===== src/rtl/sipo_deser_param_if.sv =====
// Serial line input and word-level valid/ready output bundle for sipo_deser_param.
interface sipo_deser_param_if #(
  parameter int unsigned WORD_W = 10
) ();
  logic              en;
  logic              bit_in;
  logic              bit_valid;
  logic              sync_in;
  logic [WORD_W-1:0] out_data;
  logic              out_valid;
  logic              out_ready;

  modport master (
    input  en, bit_in, bit_valid, sync_in, out_ready,
    output out_data, out_valid
  );

  modport slave (
    output en, bit_in, bit_valid, sync_in, out_ready,
    input  out_data, out_valid
  );
endinterface


===== src/rtl/sipo_deser_param.sv =====
// Parametrised serial-in/parallel-out deserialiser with optional frame-sync lock
// and a valid/ready holding register on the word side.
module sipo_deser_param #(
  parameter int unsigned WORD_W    = 10,
  parameter int unsigned MSB_FIRST = 1,
  parameter int unsigned SYNC_REQ  = 0,
  parameter int unsigned CNT_W     = $clog2(WORD_W)
) (
  input  logic                 clk,
  input  logic                 reset_n,
  sipo_deser_param_if.master   bus,
  output logic                 overrun,
  input  logic                 clr_ovr,
  output logic                 frame_err,
  output logic                 locked,
  output logic [CNT_W-1:0]     bit_cnt
);

  typedef enum logic {ST_HUNT, ST_LOCKED} state_t;

  state_t            state;
  logic [WORD_W-1:0] sr;
  logic [WORD_W-1:0] sr_shift;
  logic              acc;
  logic              resync;
  logic              last_bit;
  logic              word_done;
  logic              drop;

  // Shift/complete decode for the bit accepted this cycle
  always_comb begin
    acc       = bus.en & bus.bit_valid;
    sr_shift  = (MSB_FIRST != 0) ? {sr[WORD_W-2:0], bus.bit_in}
                                 : {bus.bit_in, sr[WORD_W-1:1]};
    resync    = bus.sync_in && (bit_cnt != '0);
    last_bit  = (bit_cnt == CNT_W'(WORD_W - 1));
    word_done = acc && (state == ST_LOCKED) && !resync && last_bit;
    drop      = word_done && bus.out_valid && !bus.out_ready;
  end

  always_ff @(posedge clk or negedge reset_n) begin
    if (!reset_n) begin
      state         <= (SYNC_REQ != 0) ? ST_HUNT : ST_LOCKED;
      locked        <= (SYNC_REQ == 0);
      sr            <= '0;
      bit_cnt       <= '0;
      frame_err     <= 1'b0;
      overrun       <= 1'b0;
      bus.out_data  <= '0;
      bus.out_valid <= 1'b0;
    end else begin
      frame_err <= 1'b0;

      if (acc) begin
        case (state)
          ST_HUNT: begin
            if (bus.sync_in) begin
              state   <= ST_LOCKED;
              locked  <= 1'b1;
              sr      <= sr_shift;
              bit_cnt <= CNT_W'(1);
            end
          end
          ST_LOCKED: begin
            sr <= sr_shift;
            if (resync) begin
              // Partial word abandoned; the sync bit restarts the word
              bit_cnt   <= CNT_W'(1);
              frame_err <= 1'b1;
            end else if (last_bit) begin
              bit_cnt <= '0;
            end else begin
              bit_cnt <= bit_cnt + CNT_W'(1);
            end
          end
          default: state <= ST_LOCKED;
        endcase
      end

      // A completed word replaces an accepted one in the same cycle
      if (word_done && !drop) begin
        bus.out_data  <= sr_shift;
        bus.out_valid <= 1'b1;
      end else if (bus.out_valid && bus.out_ready) begin
        bus.out_valid <= 1'b0;
      end

      if (drop) begin
        overrun <= 1'b1;
      end else if (clr_ovr) begin
        overrun <= 1'b0;
      end
    end
  end

endmodule


===== src/flat_wrapper.sv =====
// flat-port wrapper written by rule: the top's interface ports become plain ports
module sipo_deser_param_flat 
#(
  parameter int unsigned WORD_W    = 10,
  parameter int unsigned MSB_FIRST = 1,
  parameter int unsigned SYNC_REQ  = 0,
  parameter int unsigned CNT_W     = $clog2(WORD_W)
)
  (clk, reset_n, overrun, clr_ovr, frame_err, locked, bit_cnt, bus_en, bus_bit_in, bus_bit_valid, bus_sync_in, bus_out_ready, bus_out_data, bus_out_valid);
  sipo_deser_param_if #(.WORD_W(WORD_W)) bus_i ();
  input  logic clk;
  input  logic reset_n;
  output logic overrun;
  input  logic clr_ovr;
  output logic frame_err;
  output logic locked;
  output logic [CNT_W-1:0] bit_cnt;
  input wire logic [$bits(bus_i.en)-1:0] bus_en;
  input wire logic [$bits(bus_i.bit_in)-1:0] bus_bit_in;
  input wire logic [$bits(bus_i.bit_valid)-1:0] bus_bit_valid;
  input wire logic [$bits(bus_i.sync_in)-1:0] bus_sync_in;
  input wire logic [$bits(bus_i.out_ready)-1:0] bus_out_ready;
  output wire logic [$bits(bus_i.out_data)-1:0] bus_out_data;
  output wire logic [$bits(bus_i.out_valid)-1:0] bus_out_valid;
  assign bus_i.en = bus_en;
  assign bus_i.bit_in = bus_bit_in;
  assign bus_i.bit_valid = bus_bit_valid;
  assign bus_i.sync_in = bus_sync_in;
  assign bus_i.out_ready = bus_out_ready;
  assign bus_out_data = bus_i.out_data;
  assign bus_out_valid = bus_i.out_valid;
  sipo_deser_param #(.WORD_W(WORD_W), .MSB_FIRST(MSB_FIRST), .SYNC_REQ(SYNC_REQ), .CNT_W(CNT_W)) u_core (.clk(clk), .reset_n(reset_n), .bus(bus_i), .overrun(overrun), .clr_ovr(clr_ovr), .frame_err(frame_err), .locked(locked), .bit_cnt(bit_cnt));
endmodule

===== config.mk =====
export PLATFORM = sky130hd
export DESIGN_NAME = sipo_deser_param_flat
export DESIGN_NICKNAME = d
export VERILOG_FILES = /design/src/rtl/sipo_deser_param_if.sv /design/src/rtl/sipo_deser_param.sv /design/src/flat_wrapper.sv
export SDC_FILE = /design/constraint.sdc
export NUM_CORES = 1
export LEC_CHECK = 0
export BUFFER_PORTS_ARGS = -buffer_cell sky130_fd_sc_hd__clkbuf_2
export CELL_PAD_IN_SITES_DETAIL_PLACEMENT = 0
export CELL_PAD_IN_SITES_GLOBAL_PLACEMENT = 1
export CORE_UTILIZATION = 38
export DETAILED_ROUTE_END_ITERATION = 7
export GPL_TIMING_DRIVEN = 1
export PLACE_DENSITY_LB_ADDON = 0.1
export SETUP_SLACK_MARGIN = 0.3
export SLEW_MARGIN = 20
export SYNTH_ARGS = -nofsm -noshare
export SYNTH_HDL_FRONTEND = slang
export SYNTH_SLANG_ARGS = --single-unit

===== constraint.sdc =====
create_clock -name clk -period 1.6 [get_ports clk]
set_input_delay 0.32 -clock clk [delete_from_list [all_inputs] [get_ports clk]]
set_output_delay 0.32 -clock clk [all_outputs]
set_load 0.05 [all_outputs]

==> results.cfg, run 1 <==
[run_status]
status = complete, but fails checks
violations = negative setup slack

[job]
cap_violations = 0

[layout]
utilization_pct = 58.39
final_area_um2 = 1768
seqCellArea_um2 = 680.7
diodes = 0
drive_gt1_share_pct = 61.19
nFillCells = 244
multi_input_area_um2 = 554.3
nNetsFinal = 146
syn2layout_area_growth_pct = 46.58

[clock_tree]
root_buffer = clkbuf_4
insertion_delay_ns = 0.31
cts_tree = yes
cts_max_level = 1
cts.reportedPaths.clkPinSlew_ns = 0.14
cts_buffer_depth = 2
clock_sinks = 27
cts-buffers-inserted = 3

[global_routing]
gr-total-overflow = 0
grt.total_usage_pct = 15.90
grt_first_pass_wirelength_mm = 4.036
grt_pass1_vias = 875
antenna_found_initial = 0
grt_max_degree = 16

[route]
first_iter_violations = 17
wl_mm = 2.359
drc = 0
drtPass1Iterations = 3
antenna_left = 0
num_vias = 830
routed_via_density = 4.663
wl_per_cell_um = 13.25

[critical_path]
worstPathMaxFanout = 10
cp_data_arrival_time_ns = 1.83
critPathRequiredTime_ns = 1.81
crit_path_end_kind = flip-flop
start_kind = flip-flop
r2r_slack_ns = -0.02
path_class = flip-flop to flip-flop

[logic_synthesis]
synth_fp_nets = 97
synth_cell_type_count = 32
syn_area_um2 = 1206
ys_seq_area_share_pct = 56.12
synth_compound_area_share_pct = 8.299
syn-instance-count = 86
synthMuxAreaShare_pct = 20.85
synth-xor-area-share_pct = 0
ys_ff_latch = 27
synth-async-reset-ratio_pct = 100.0
yosys.area_share.adder_pct = 3.112
synth_edf_count = 0
avgSynthCellArea_um2 = 14.03
yosys_warnings = 0
synthSimpleGateAreaFrac_pct = 8.091
synth_top_family_by_area = multiplexers
synth-main-ff-cell = dfrtp_1

[floorplan]
initial_utilization_pct = 39.83
rows = 20
dieArea_um2 = 3404
io_pins = 26
coreArea_um2 = 3028
dieWidth_um = 58.34
die_h_um = 58.34

[sta]
rsz0062_at_grt = yes
period_minus_slack_ns = 1.622
whs_ns = 0.1844
period_share_pct = 101.4
layout_setup_ws_ns = -0.02230
fmax_ghz = 0.6164
setup_viol = 11
hold_viol_final = 0
finClkSkew_ns = 0.006170
maxSlewViolCount = 0

[placement]
place.port_buffers = 24
gp_congestion = 0.7893
place_area_um2 = 1464
dp_hpwl_mm = 1.564

[hold_path]
holdCritPathClass = primary input to flip-flop

[pwr]
p_leak_nw = 0.8901
peakVddDrop_mv = 0.8527
power_density_nw_per_um2 = 1300
[path summary, 6_finish.rpt]
check,startpoint,endpoint,depth (start not counted)
worst max-delay path,u_core.bit_cnt[1],u_core.bus.out_data[4],6
worst min-delay path,clr_ovr,u_core.overrun,2
worst max register to register,u_core.bit_cnt[1],u_core.bus.out_data[4],6
worst min register to register,u_core.bus.out_data[8],u_core.bus.out_data[8],1
max in group asynchronous,reset_n,u_core.sr[6],3
min in group asynchronous,reset_n,u_core.bit_cnt[0],2
[cell usage in the layout (no fill, tap or decap), drive strengths merged, types with 3 or more instances in the layout]
master  count
ha          3
buf        32
clkbuf     18
nor2        3
mux2       19
dfrtp      26
inv         4
nand2       4
[cell usage after synthesis (2+ instances only)]
library cell,number,share of area (%)
dfrtp_1,26,54
mux2_4,10,12
mux2_2,9,8.4
inv_1,4,1.2
nand2_1,4,1.2
ha_1,3,3.1
nor2_1,3,0.93
a21oi_1,2,0.83
o21ai_0,2,0.83
[cell type report]
cell class	count	area share, %
Tap cell	44	3.114
Multi-Input combinational cell	52	31.35
Sequential cell	27	38.50
Timing Repair Buffer	47	24.70
Inverter	4	0.8493
Clock buffer	4	1.486
[through the flow]
step / setup slack [ns] / setup TNS [ns] / std cells / total power, mW
after floorplan: -0.1593 / -1.660 / 86 / 1.395
after global placement: 0.01026 / 0 / 160 / 1.590
after detailed placement: -0.003458 / -0.01070 / 160 / 1.600
after CTS: -0.01552 / -0.03378 / 175 / 2.260
after global routing: -0.07842 / -0.7831 / 178 / 2.432
final: -0.02230 / -0.1426 / 178 / 2.299
[repair_timing]
action,4_1_cts,5_1_grt
resized for setup,36,21
endpoints found under the setup margin,35,41
hold buffers,1,0
endpoints found under the hold margin,11,0
pin swaps,5,5
setup buffers,10,3
[metal layers]
layer	GRT usage, %	wire length (um)
met5	0	0
met4	6.122	17
met3	3.297	81
met2	26.27	1198
met1	20.63	1062
[critical path, cell delays in order, from the launching register on]
cell and delay (ns):
dfrtp_2 0.44, inv_2 0.07, ha_4 0.12, and3b_2 0.19, and4b_1 0.24, buf_12 0.16, mux2_4 0.30
[cells by family after synthesis]
logic type                 after synthesis
DFF                                     27
buffers and inverters                    7
and+or+nand+nor                         16
other                                    1
AOI/OAI and AO/OA                       13
adders and majority gates                3
muxes                                   19
[flip-flops by register name (all words and copies together), names as in the netlist]
register and flops:
u_core.bus.out_data 10, u_core.sr 9, u_core.bit_cnt 4, u_core.bus.out_valid 1, u_core.frame_err 1, u_core.overrun 1
u_core.state 1
[report_power, final]
part           leakage [nW]  internal, mW  switching, mW
Sequential            0.348         0.828          0.124
Combinational         0.527         0.627          0.438
Clock                0.0150        0.0973          0.184
Power figures use the tool's default switching activity.
==> run 2, diff against run 1 <==
SKIP_CTS_REPAIR_TIMING = 1   (was default)
==> results.cfg, run 2 (synthesis gave the netlist of run 1 again) <==
[run_status]
status = complete, but fails checks
violations = negative setup slack

[sta]
rsz0062_at_grt = yes
period_share_pct = 102.1
finClkSkew_ns = 0.004304
setup_tns_ns = -0.2586
fmax_ghz = 0.6119
hold_viol_final = 0
period_minus_slack_ns = 1.634
layout_setup_ws_ns = -0.03418
maxSlewViolCount = 0
setup_viol = 10

[critical_path]
worstPathMaxFanout = 10
critPathRequiredTime_ns = 1.81
cp_data_arrival_time_ns = 1.85
crit_family = flip-flops
r2r_start = u_core.bit_cnt[0]
cp_num_buf_inv = 1
crit_path_end_kind = flip-flop
crit_start = u_core.bit_cnt[0]
cpPeakStageDelay_ns = 0.46
cp_cell_sequence = ha_1 > and3b_2 > and4b_1 > buf_12 > mux2_4
crit_slowest_cell = dfrtp_2
path_class = flip-flop to flip-flop
start_kind = flip-flop

[layout]
final_common_cell = dfrtp_1
mostFrequentLayoutCells = dfrtp_1 (23), mux2_4 (19), buf_4 (17)
diodes = 0
largest_reg_flops = 10
syn2layout_area_growth_pct = 37.76
nNetsFinal = 140
nFillCells = 262
largest-register = u_core.bus.out_data
drive_gt1_share_pct = 57.81
reg_top3 = u_core.bus.out_data x10, u_core.sr x9, u_core.bit_cnt x4

[clock_tree]
cts.reportedPaths.clkPinSlew_ns = 0.14
cts-buffers-inserted = 3
cts_tree = yes
clock_sinks = 27
root_buffer = clkbuf_4
cts_max_level = 1
insertion_delay_ns = 0.31
cts_buffer_depth = 2

[floorplan]
rows = 20
die_h_um = 58.34
coreArea_um2 = 3028
initial_utilization_pct = 39.83
dieArea_um2 = 3404
dieWidth_um = 58.34
io_pins = 26

[pwr]
p_leak_nw = 0.8407
power_density_nw_per_um2 = 1287
peakVddDrop_mv = 0.8648

[route]
num_vias = 810
wl_mm = 2.240
first_iter_violations = 20
routed_via_density = 4.709
wl_per_cell_um = 13.02
drc = 0
drtPass1Iterations = 3
antenna_left = 0

[global_routing]
antenna_found_initial = 0
grt.total_usage_pct = 13.92
grt_pass1_vias = 783
gr-total-overflow = 0
grt_max_degree = 16
grt_first_pass_wirelength_mm = 3.553

[placement]
dp_hpwl_mm = 1.564
post-place-ws_ns = -0.003458
gp_congestion = 0.7893
place.port_buffers = 24

[hold_path]
min_from = clr_ovr
holdCritPathClass = primary input to flip-flop

[job]
cap_violations = 0
[run 2: cell count changes in the layout (fill, tap and decap cells not counted), moves of 2 or more]
cell       delta
buf_8         +4
buf_4         -5
buf_6         -2
clkbuf_16     -3
[run 2: area by class of cell]
type / instances / area, um^2 / area share [%]
Sequential cell: 27 / 680.7 / 40.96
Multi-Input combinational cell: 52 / 529.3 / 31.85
Timing Repair Buffer: 41 / 355.3 / 21.39
Tap cell: 44 / 55.05 / 3.313
Clock buffer: 4 / 26.28 / 1.581
Inverter: 4 / 15.01 / 0.9036
[run 2: power breakdown]
part,switching (mW),leakage [nW],internal [mW]
logic,0.402,0.478,0.507
clock network,0.187,0.0150,0.0973
registers,0.116,0.348,0.828
total,0.706,0.841,1.43
[run 2: worst register-to-register path, delay by kind of cell (launching register included)]
family / cells / cell delay (ns)
flops: 1 / 0.46
simple gates: 2 / 0.41
mux: 1 / 0.30
fa+ha+maj: 1 / 0.21
buf+inv: 1 / 0.16
[run 2: per-stage QoR]
stage	std cells	instance area (um^2)	hold WS, ns	utilization, %	power, mW
2_1_floorplan	86	1235	0.02441	-	1.395
3_3_place_gp	160	1464	0.2383	48.35	1.590
3_5_place_dp	160	1464	0.2391	48.35	1.600
4_1_cts	164	1490	-0.1238	49.21	1.889
5_1_grt	172	1662	0.1397	54.88	2.266
6_report	172	1662	0.1795	54.88	2.138
[run 2: metal layers]
layer	vias up	GRT usage (%)	routed length, um
met1	405	18.03	1002
li1	389	-	-
met3	2	2.857	82
met4	0	6.122	17
met2	14	22.66	1138
met5	-	0	0
[run 2: final timing paths]
path / cells after the start / slack [ns] / endpoint
worst min-delay path: 2 / 0.18 / u_core.overrun
worst min register to register: 1 / 0.52 / u_core.bus.out_data[8]
worst max register to register: 5 / -0.03 / u_core.bus.out_data[4]
worst max-delay path: 5 / -0.03 / u_core.bus.out_data[4]
max in group asynchronous: 3 / 0.67 / u_core.sr[6]
min in group asynchronous: 2 / 0.42 / u_core.bit_cnt[1]
==> run 3, diff against run 2 <==
CORE_UTILIZATION = 42   (was 38)
PLACE_DENSITY_LB_ADDON = 0.08   (was 0.1)
clock period = 1.7 ns   (was 1.6 ns; I/O delays follow)
==> results.cfg, run 3 (synthesis gave the netlist of run 1 again) <==
[floorplan]
rows = 19
dieArea_um2 = 3090
initial_utilization_pct = 44.12
io_pins = 26
die_h_um = 55.59
coreArea_um2 = 2734
dieWidth_um = 55.59

[sta]
tightest_slew_ns = 0.6813
layout_setup_ws_ns = 0.07557
setup_viol = 0
hold_viol_final = 0
period_share_pct = 95.55
maxSlewViolCount = 0
setup_tns_ns = 0
rsz0062_at_grt = yes
fmax_ghz = 0.6156
whs_ns = 0.02090
finClkSkew_ns = 0.01557
period_minus_slack_ns = 1.624
slew_headroom_pct = 54.58

[placement]
place.port_buffers = 24
gp_congestion = 0.7094
post-place-ws_ns = 0.09026
dp_hpwl_mm = 1.494
place_area_um2 = 1395

[critical_path]
cpPeakStageDelay_ns = 0.44
cp_cell_sequence = inv_2 > ha_4 > and3b_2 > and4b_1 > buf_12 > mux2_4
worstPathMaxFanout = 10
path_class = flip-flop to flip-flop
crit_slowest_cell = dfrtp_2
start_kind = flip-flop
critPathRequiredTime_ns = 1.91
crit_path_end_kind = flip-flop
r2r_slack_ns = 0.08
cp_data_arrival_time_ns = 1.84

[clock_tree]
cts.reportedPaths.clkPinSlew_ns = 0.16
clock_sinks = 27
cts-buffers-inserted = 3
root_buffer = clkbuf_4
cts_tree = yes
cts_buffer_depth = 2
insertion_delay_ns = 0.32
cts_max_level = 1

[layout]
seqCellArea_um2 = 680.7
final_common_cell = dfrtp_1
nFillCells = 235
mostFrequentLayoutCells = dfrtp_1 (23), clkbuf_2 (20), mux2_4 (10)
syn2layout_area_growth_pct = 21.78
largest-register = u_core.bus.out_data
largest_reg_flops = 10
final_area_um2 = 1469
diodes = 0
multi_input_area_um2 = 508.0
reg_top3 = u_core.bus.out_data x10, u_core.sr x9, u_core.bit_cnt x4
nNetsFinal = 129
drive_gt1_share_pct = 56.41

[route]
routed_via_density = 5.196
num_vias = 769
first_iter_violations = 18
wl_mm = 2.063
drc = 0
wl_per_cell_um = 13.94
antenna_left = 0
drtPass1Iterations = 4

[global_routing]
grt_pass1_vias = 786
gr-total-overflow = 0
antenna_found_initial = 0
grt_first_pass_wirelength_mm = 3.525
grt_max_degree = 28
grt.total_usage_pct = 14.52

[pwr]
p_leak_nw = 0.7252
power_density_nw_per_um2 = 1213
peakVddDrop_mv = 1.071

[job]
cap_violations = 0

[hold_path]
holdCritPathClass = primary input to async pin

[run_status]
status = complete, no violations
run 3: cell count changes in the layout (fill, tap and decap cells not counted), moves of 3 or more:
cell,change
clkbuf_2,+13
buf_4,-12
mux2_2,+9
mux2_4,-9
buf_6,-5
buf_8,-3
clkbuf_4,-3
run 3: area by class of cell:
cell class	count	area share [%]
multi-input combinational	52	34.58
inverter	4	1.022
sequential	27	46.34
clock inverter	1	0.5111
timing repair buffer	30	13.37
clock buffer	3	1.533
tap	31	2.641
run 3: metrics by stage:
stage / cells / util [%] / power (mW)
after floorplan: 86 / - / 1.271
after global placement: 143 / 51.03 / 1.429
after detailed placement: 143 / 51.03 / 1.440
after CTS: 147 / 52.13 / 1.717
after global routing: 148 / 53.73 / 1.893
final: 148 / 53.73 / 1.781
run 3: path summary, 6_finish.rpt:
path                                              from                      to  cells past startpoint
worst max register to register       u_core.bit_cnt[1]  u_core.bus.out_data[5]                      6
min in group clk                               clr_ovr          u_core.overrun                      2
worst min register to register  u_core.bus.out_data[6]  u_core.bus.out_data[6]                      1
max in group asynchronous                      reset_n       u_core.bit_cnt[3]                      1
worst max-delay path                 u_core.bit_cnt[1]  u_core.bus.out_data[5]                      6
worst min-delay path                           reset_n  u_core.bus.out_data[7]                      1
run 3: critical path, delay by kind of cell, from the launching register on:
| kind | cells | cell delay [ns] |
|---|---|---|
| mux | 1 | 0.30 |
| simple gates | 2 | 0.41 |
| buf+inv | 2 | 0.23 |
| flops | 1 | 0.44 |
| fa+ha+maj | 1 | 0.12 |
run 3: metal layers:
metal	GRT usage, %	share of wire (%)
met5	0	0
met4	5.357	0.82
met3	2.093	2.9
met2	25.82	51
met1	17.85	45
run 3: power breakdown:
part	internal, mW	switching [mW]	total (mW)
Clock	0.0897	0.187	0.277
Sequential	0.779	0.117	0.896
Combinational	0.286	0.322	0.608
